==> src/rtl/bp_resolve_unit.sv <==
// ---------------------------------------------------------------------------
// bp_resolve_unit
//
// Execute-side checker for the fetch-stage branch predictor. Every prediction
// issued at fetch is recorded in a small in-order FIFO. Each branch resolved in
// execute is compared with the oldest record. On a mismatch the unit sends a
// one-cycle redirect/train pulse back to fetch, pulses flush and discards all
// younger predictions. Hit and miss statistics are kept for perf counters.
//
// Handshake: pd_valid is a one-sided push request. It is accepted only in RUN
// and only when the FIFO has room (or the head pops in the same cycle). A push
// into a full FIFO without a pop is dropped; fetch is expected to stall on
// pd_full. ex_valid is an unconditional resolve request and is ignored while
// the unit is flushing.
//
// Ports:
//   clk, resetn               clock, synchronous active-low reset
//   pd_valid/pd_pc/pd_bus     prediction push {bp_e, bp_target} for a delay-slot PC
//   ex_valid/ex_pc/ex_taken/ex_target   resolved branch outcome
//   br_bus                    registered {br_e, br_target} redirect pulse
//   delayslot_pc              registered PC belonging to the last redirect
//   flush                     one-cycle pulse coincident with br_e
//   pd_full, pd_empty         FIFO status
//   resolve_cnt, miss_cnt     statistics, wrap at 2^32
// ---------------------------------------------------------------------------
module bp_resolve_unit #(
    parameter int DEPTH     = 4,
    parameter int BR_WD     = 33,
    parameter int FLUSH_CYC = 1
) (
    input  logic             clk,
    input  logic             resetn,
    input  logic             pd_valid,
    input  logic [31:0]      pd_pc,
    input  logic [BR_WD-1:0] pd_bus,
    input  logic             ex_valid,
    input  logic [31:0]      ex_pc,
    input  logic             ex_taken,
    input  logic [31:0]      ex_target,
    output logic [BR_WD-1:0] br_bus,
    output logic [31:0]      delayslot_pc,
    output logic             flush,
    output logic             pd_full,
    output logic             pd_empty,
    output logic [31:0]      resolve_cnt,
    output logic [31:0]      miss_cnt
);

    localparam int PW = $clog2(DEPTH);
    localparam int CW = PW + 1;
    localparam int TW = BR_WD - 1;
    localparam int EW = 32 + BR_WD;           // entry = {pc, bp_e, bp_target}
    localparam int FW = $clog2(FLUSH_CYC + 1);

    typedef enum logic {
        ST_RUN   = 1'b0,
        ST_FLUSH = 1'b1
    } state_t;

    state_t            state_q, state_d;
    logic [FW-1:0]     fcnt_q, fcnt_d;
    logic [EW-1:0]     mem_q [DEPTH];
    logic [EW-1:0]     mem_d [DEPTH];
    logic [PW-1:0]     wr_ptr_q, wr_ptr_d;
    logic [PW-1:0]     rd_ptr_q, rd_ptr_d;
    logic [CW-1:0]     cnt_q, cnt_d;
    logic [BR_WD-1:0]  br_bus_q, br_bus_d;
    logic [31:0]       dpc_q, dpc_d;
    logic              flush_q, flush_d;
    logic [31:0]       resolve_cnt_q, resolve_cnt_d;
    logic [31:0]       miss_cnt_q, miss_cnt_d;

    logic              run, empty, full, resolve, pop, push, pred_ok, miss;
    logic [EW-1:0]     head;
    logic              head_bpe;
    logic [TW-1:0]     head_tgt;
    logic [31:0]       head_pc;

    assign run     = (state_q == ST_RUN);
    assign empty   = (cnt_q == '0);
    assign full    = (cnt_q == CW'(DEPTH));
    assign head    = mem_q[rd_ptr_q];
    // An empty FIFO behaves like a "not taken" record for the resolving PC.
    assign head_bpe = empty ? 1'b0 : head[BR_WD-1];
    assign head_tgt = head[TW-1:0];
    assign head_pc  = empty ? ex_pc : head[EW-1 -: 32];

    assign resolve = ex_valid & run;
    assign pop     = resolve & ~empty;
    assign push    = pd_valid & run & (~full | pop);
    assign pred_ok = ex_taken ? (head_bpe & (head_tgt == TW'(ex_target))) : ~head_bpe;
    // A PC mismatch means fetch and execute lost sync: always redirect.
    assign miss    = resolve & ((head_pc != ex_pc) | ~pred_ok);

    always_comb begin
        mem_d         = mem_q;
        wr_ptr_d      = wr_ptr_q;
        rd_ptr_d      = rd_ptr_q;
        cnt_d         = cnt_q;
        state_d       = state_q;
        fcnt_d        = fcnt_q;
        br_bus_d      = '0;
        dpc_d         = dpc_q;
        flush_d       = 1'b0;
        resolve_cnt_d = resolve_cnt_q + {31'd0, resolve};
        miss_cnt_d    = miss_cnt_q;

        if (push) begin
            mem_d[wr_ptr_q] = {pd_pc, pd_bus};
            wr_ptr_d        = wr_ptr_q + PW'(1);
        end
        if (pop) begin
            rd_ptr_d = rd_ptr_q + PW'(1);
        end
        case ({push, pop})
            2'b10:   cnt_d = cnt_q + CW'(1);
            2'b01:   cnt_d = cnt_q - CW'(1);
            default: cnt_d = cnt_q;
        endcase

        if (state_q == ST_FLUSH) begin
            fcnt_d = fcnt_q - FW'(1);
            if (fcnt_q == FW'(1)) begin
                state_d = ST_RUN;
            end
        end

        // A miss wipes the FIFO, overriding any push or pop of this cycle.
        if (miss) begin
            wr_ptr_d   = '0;
            rd_ptr_d   = '0;
            cnt_d      = '0;
            state_d    = ST_FLUSH;
            fcnt_d     = FW'(FLUSH_CYC);
            br_bus_d   = {1'b1, TW'(ex_taken ? ex_target : ex_pc + 32'd4)};
            dpc_d      = ex_pc;
            flush_d    = 1'b1;
            miss_cnt_d = miss_cnt_q + 32'd1;
        end
    end

    always_ff @(posedge clk) begin
        if (!resetn) begin
            state_q       <= ST_RUN;
            fcnt_q        <= '0;
            wr_ptr_q      <= '0;
            rd_ptr_q      <= '0;
            cnt_q         <= '0;
            br_bus_q      <= '0;
            dpc_q         <= '0;
            flush_q       <= 1'b0;
            resolve_cnt_q <= '0;
            miss_cnt_q    <= '0;
            for (int i = 0; i < DEPTH; i++) begin
                mem_q[i] <= '0;
            end
        end else begin
            state_q       <= state_d;
            fcnt_q        <= fcnt_d;
            wr_ptr_q      <= wr_ptr_d;
            rd_ptr_q      <= rd_ptr_d;
            cnt_q         <= cnt_d;
            br_bus_q      <= br_bus_d;
            dpc_q         <= dpc_d;
            flush_q       <= flush_d;
            resolve_cnt_q <= resolve_cnt_d;
            miss_cnt_q    <= miss_cnt_d;
            for (int i = 0; i < DEPTH; i++) begin
                mem_q[i] <= mem_d[i];
            end
        end
    end

    assign br_bus       = br_bus_q;
    assign delayslot_pc = dpc_q;
    assign flush        = flush_q;
    assign pd_full      = full;
    assign pd_empty     = empty;
    assign resolve_cnt  = resolve_cnt_q;
    assign miss_cnt     = miss_cnt_q;

endmodule

==> config.mk <==
export PLATFORM = sky130hd
export DESIGN_NAME = bp_resolve_unit
export DESIGN_NICKNAME = d
export VERILOG_FILES = /design/src/rtl/bp_resolve_unit.sv
export SDC_FILE = /design/constraint.sdc
export NUM_CORES = 1
export LEC_CHECK = 0
export ABC_CLOCK_PERIOD_IN_PS = 3880
export BUFFER_PORTS_ARGS = -buffer_cell sky130_fd_sc_hd__clkbuf_2
export CORE_MARGIN = 1
export CORE_UTILIZATION = 55
export DETAILED_ROUTE_END_ITERATION = 12
export GPL_TIMING_DRIVEN = 0
export MAX_ROUTING_LAYER = met4
export PLACE_DENSITY = 0.84
export SLEW_MARGIN = 20
export SYNTH_ARGS = -nofsm -noshare
export SYNTH_HDL_FRONTEND = slang
export SYNTH_SLANG_ARGS = --single-unit
==> constraint.sdc <==
create_clock -name clk -period 3.88 [get_ports clk]
set_input_delay 0.388 -clock clk [delete_from_list [all_inputs] [get_ports clk]]
set_output_delay 0.388 -clock clk [all_outputs]
set_load 0.02 [all_outputs]
* Word-level counts from Yosys, hierarchy flattened
Index checks and enable logic that the tools add are counted.
** Word-level totals
- Register bits :: 399
- Input bits :: 134
- Logic and storage cells :: 71
- Output and inout bits :: 132
** Operators by class
- Bitwise gates (word level) :: 16
- Add/sub/neg operators :: 8
- Mux-type cells :: 18
- Reductions and logical operators :: 6
- Equality and inequality tests :: 5
- Order comparisons :: 3
** Operators by type and width (number)
- $bwmux 260 :: 1
- $mux 65 :: 3
- $bmux 65 s2 :: 1
- $demux 65 s2 :: 1
- $mux 32 :: 2
- $mux 33 :: 1
- $add 32x1->32 :: 1
- $add 32x1->32 const B :: 1
- $add 32x3->32 const B :: 1
- $eq 32x32->1 :: 1
- $ne 32x32->1 :: 1
- $mux 1 :: 8
- $and 1x1->1 :: 6
- $ge 3x3->1 const B :: 2
- $not 1->1 :: 6
- $not 2->3 :: 2
- $pmux 3 s2 :: 1
- $add 2x1->2 const B :: 2
- $reduce_bool 2->1 :: 2
- $add 3x1->3 const B :: 1
- $eq 3x3->1 const B :: 1
- $logic_not 3->1 :: 1
- $lt 3x1->1 const B :: 1
- $sub 3x1->3 const B :: 1
- 7 further kinds :: 8

* Depth between registers and ports, before layout
- Word-level depth :: 11
- Mapped depth :: 15
- Depth with buffers taken out :: 12

* Worst setup path before layout
No wires, ideal clock.
- Path type :: reg2reg
- Start point :: register rd_ptr_q[1]
- End point :: register miss_cnt_q[13], in the netlist miss_cnt[13]
- Setup time :: 0.115 ns
- Clock period less this slack :: 2.914 ns
- Path slack :: 0.966 ns
- Buffers on the path :: 5
- Stages on the path, launching flop included :: 14
- Data required time :: 3.765 ns
- Arrival time :: 2.799 ns
- Path through :: dfxtp_1 > buf_6 > buf_6 > buf_6 > mux4_2 > xor2_1 > nor4_1 > nand4_1 > o31ai_1 > and2_1 > buf_4 > buf_6 > nor4_1 > o21a_1
** On the way
- Longest elaborated chain between the ends :: 10
- Elaborated cells on any way between the ends :: 14
- Those cells by class :: 2 x eq/ne; 6 x mux; 6 x bitwise
** RTL lines
- start: declaration :: line 65 : logic [PW-1:0] rd_ptr_q, rd_ptr_d;
- start signal: assignment :: line 161 : rd_ptr_q <= rd_ptr_d;
- $not 2->3 (implied by the code) (*) :: line 82 : assign head = mem_q[rd_ptr_q];
- $bmux 65 s2 (*) :: line 82
- $mux 65 (implied by the code) (*) (2 in a row) :: line 82
- $eq 32x32->1 / $mux 1 (equally long branches) :: line 91, 84
- $and 1x1->1 / $not 1->1 (equally long branches) :: line 91 : assign pred_ok = ex_taken ? (head_bpe & (head_tgt == TW'(ex_target))) : ~head_bpe;
- $mux 1 :: line 91
- $not 1->1 :: line 93 : assign miss = resolve & ((head_pc != ex_pc) | ~pred_ok);
- $or 1x1->1 (*) :: line 93
- $and 1x1->1 (*) :: line 93
- end signal: assignment :: line 167 : miss_cnt_q <= miss_cnt_d;
- end: declaration :: line 71 : logic [31:0] miss_cnt_q, miss_cnt_d;
Every way passes the cells marked *; elsewhere a longest branch is shown, timed or not. The select of a mux whose other input is x is not followed.
A chain may end at the register's enable or synchronous reset.

* Final worst setup path
- Start point :: register rd_ptr_q[0]
- End point :: register wr_ptr_q[0]
** On the way
- Longest elaborated chain between the ends :: 11
- Elaborated cells on any way between the ends :: 15
- Those cells by class :: 2 x eq/ne; 6 x mux; 6 x bitwise; 1 x reduce/logical
** RTL lines
- $not 2->3 (implied by the code) (*) :: line 82
- $bmux 65 s2 (*) :: line 82
- $mux 65 (implied by the code) (*) (2 in a row) :: line 82
- $eq 32x32->1 / $mux 1 (equally long branches) :: line 91, 84
- $and 1x1->1 / $not 1->1 (equally long branches) :: line 91
- $mux 1 :: line 91
- $not 1->1 :: line 93
- $or 1x1->1 (*) :: line 93
- $and 1x1->1 (*) :: line 93
- $reduce_or 2->1 (no line) (*)
- end signal: assignment :: line 160 : wr_ptr_q <= wr_ptr_d;
- end: declaration :: line 64 : logic [PW-1:0] wr_ptr_q, wr_ptr_d;
Marked as above.

==> metrics.txt <==
run status completed; net switching component of the power a little over 3000 uW; delay-heaviest family, CP buffers and inverters; total global-route track usage 38.1%; worst hold endpoint mem_q[254]; # IOs approximately 270; summed instance area of the synthesized netlist between 15000 and 20000 um^2; Critical Path Source Type register; slack of the worst reg-to-reg path 0.008 ns; clock transition time at the flip-flop clock pins of the worst setup and hold paths 0.07 ns; DRC violations left 0; final weighted congestion in routability-driven placement around 1.0; Synth async-reset ratio 0%; worst IR drop on VDD around 330 uV; maximum number of pins on one net before global-route repair 15; Max clock buf depth 3; number of buffers added by the clock tree synthesis step 40; worst hold path cell count 3; worst path required time approximately 4.4 ns; number of clock sinks seen by CTS between 300 and 400; Unique masters post-synth 52; Total Neg Setup Slack 0 ns; global-route wire length before repair ~93 mm; clock latency reported for the late side of the worst-skew pair 0.55 ns; top-count cell post-synth nand2_1; Cell Int Power slightly above 7000 uW; clock period minus worst slack about 3.9 ns; ranking of synthesized cells by area dfxtp_1 (45%), nand2_1 (13%), a21oi_1 (8.9%); per-cell via count in the routed design 6.10; DR WL/cell 21.8 um; first-pass iteration count of the detailed router 7; largest stage delay on the critical path roughly 0.34 ns; number of rows in the core area 65; power per cell area ~490 nW/um^2; post-synthesis cell count around 2100; Remaining Overflow, GRT 0; Layout area overhead 17.7%; number of synthesized flops with an enable pin 0; buffer cell driving the clock tree root clkbuf_16; net switching share of the total power roughly 30%; fraction of post-synthesis cell area in the top cell type by area 45.4%; maximum clock frequency 258 MHz; clock tree from TritonCTS done; beginning of the critical path rd_ptr_q[0]; worst reg2reg path depth 15; post-detailed-routing wire length 61.7 mm; post-detailed-placement half-perimeter wirelength 44.3 mm; vias in the first global route 16400; crit-path most repeated cell buf_6; most instantiated flip-flop cell in the synthesis netlist dfxtp_1; antenna-violating nets left 0; critical path type reg2reg; Detailed Route Iter0 Violations 2233; portion of total power attributed to combinational logic 18.2%; worst hold-check path type in2reg; die area 32600 um^2; count of final setup violators 0; CP cell instances buf_2 > buf_6 > buf_4 > buf_6 > mux4_2 > xnor2_1 > nand4_1 > nor2_1 > o2111ai_1 > o211ai_2 > and2_1 > buf_4 > buf_6 > nand2_2 > nor2_1; Initial Util 55.7%; cell type contributing the most total cell area after synthesis dfxtp_1; arrival time at the worst endpoint about 4.4 ns; Worst Tran Pin Value 0.935 ns; standard cell core area 31500 um^2; max-slew violation total from the final report 0; synth warn 0; Commonest cells post-synth nand2_1 (587), dfxtp_1 (398), a21oi_1 (313); setup repair bufs after CTS 0; max-cap viol count 0; Final nets roughly 2500; type of destination of the critical path register; Worst Path Max Fanout 10; CTS H-Tree Depth 2; number of antenna violations at the first check in global routing 6; hold wc startpoint pd_pc[26]; slowest library cell on the worst path mux4_2; PortBufs 251; reg-to-reg endpoint wr_ptr_q[0]; RR Startpoint rd_ptr_q[0]; tightest hold margin 0.108 ns; part of the Yosys area used for sequential elements 45.4%; Setup Skew 0.0194 ns; Syn Nets 2238; number of buffer and inverter instances along the worst setup path 6; via total after detailed routing between 15000 and 20000; clock power share 37.9%; normalized max-slew margin 37.6%; total count of hold-check failures in the final report 0; die span in x around 180 um; Period Utilization, post-route around 100%; synthesized area per cell roughly 8.4 um^2; Leak 0.00760 uW; Reg power frac a little over two fifths; chip height 181 um; layout cell share with drive strength beyond 1 16.7%; # hold bufs at CTS 0; number of flip-flops and latches in the synthesized netlist between 300 and 400
## state kept, by name, summed over array words and instances (netlist names)
name          flops
br_bus           33
mem_q           260
miss_cnt         32
fcnt_q            1
state_q           1
cnt_q             3
delayslot_pc     32
wr_ptr_q          2
resolve_cnt      32
rd_ptr_q          2
## per-stage QoR
step | area [um^2] | util [%] | total power (uW) | worst slack (ns) | instances
floorplan | 17500 | - | 5590 | 0.966 | 2095
global placement | 19300 | 61.3 | 6220 | -0.334 | 2748
detailed placement | 19300 | 61.3 | 6270 | -0.347 | 2748
CTS | 20600 | 65.5 | 10000 | 0.0690 | 2820
global route | 20600 | 65.6 | 10400 | -0.00202 | 2825
finish | 20600 | 65.6 | 10100 | 0.00787 | 2825
## worst max path at each step
| stage | end | slack [ns] | cells after the start |
|---|---|---|---|
| 2_1_floorplan | miss_cnt[13] | 0.97 | 13 |
| 3_3_place_gp | br_bus[0] | -0.33 | 13 |
| 3_5_place_dp | br_bus[0] | -0.35 | 13 |
| 4_1_cts | wr_ptr_q[0] | 0.07 | 15 |
| 5_1_grt | wr_ptr_q[1] | -0.002 | 15 |
| 6_report | wr_ptr_q[0] | 0.008 | 15 |
## power by group through the flow
stage / clock network, uW / registers [uW] / logic (uW)
finish: 3830 / 4440 / 1840
global placement: 0 / 4510 / 1710
floorplan: 0 / 4590 / 1000
global route: 3990 / 4470 / 1920
detailed placement: 0 / 4530 / 1750
CTS: 3810 / 4440 / 1770
## cells by family (layout without fill, tap and decap cells)
| family | count (synthesis) | count (layout) | share of synthesized area, % |
|---|---|---|---|
| simple gates | 895 | 895 | 21.5 |
| flops | 398 | 398 | 45.4 |
| mux | 140 | 140 | 11.3 |
| compound gates | 360 | 360 | 10.7 |
| xor+xnor | 128 | 128 | 6.39 |
| fa+ha+maj | 9 | 9 | 0.685 |
| buf+inv | 165 | 488 | 3.99 |
| other cells | 0 | 5 | 0 |
## final cells by class
type | count | area, um^2
Buffer | 150 | 674
Tap cell | 402 | 503
Antenna cell | 5 | 12.5
Sequential cell | 398 | 7970
Clock buffer | 55 | 1160
Clock inverter | 17 | 126
Timing Repair Buffer | 251 | 1260
Fill cell | 2503 | 10800
Multi-Input combinational cell | 1532 | 8890
Inverter | 15 | 56.3
## metal layers
metal / share of wire [%] / up-vias / GRT usage (%) / wire (um)
met4: 6.1 / 0 / 21.8 / 3750
met1: 37 / 8050 / 46.3 / 22500
met5: 0 / - / - / 0
met3: 12 / 285 / 8.29 / 7660
li1: - / 7637 / - / -
met2: 45 / 1262 / 58.5 / 27700
## worst min-delay path, cell delays in order
cell	delay, ns
clkbuf_2	0.11
nand2_1	0.06
a21oi_1	0.05
## layout by cell type, fill, tap and decap left out, types with 8 or more instances in the layout
cell and instances:
or3_1 13, nand2_1 586, o21ai_1 9, xor2_1 65, buf_2 10, dfxtp_1 398, clkbuf_8 8, nand2b_1 17
xnor2_1 63, buf_4 10, ha_1 8, o21ai_0 10, nor3_1 13, nand4_1 31, nor2_1 135, mux2i_1 91
clkbuf_1 117, nand3_1 33, and3_1 16, mux4_2 46, clkinv_2 11, inv_1 12, clkbuf_16 41, a21oi_1 313
and2_1 18, buf_1 9, clkbuf_2 252, nor4_1 8
## repair_timing
| item | 4_1_cts | 5_1_grt |
|---|---|---|
| setup endpoints to repair | 104 | 96 |
| gates resized for setup | 7 | 9 |
| hold endpoints to repair | 0 | 0 |
Note: power is estimated with default switching activity, not from simulation.
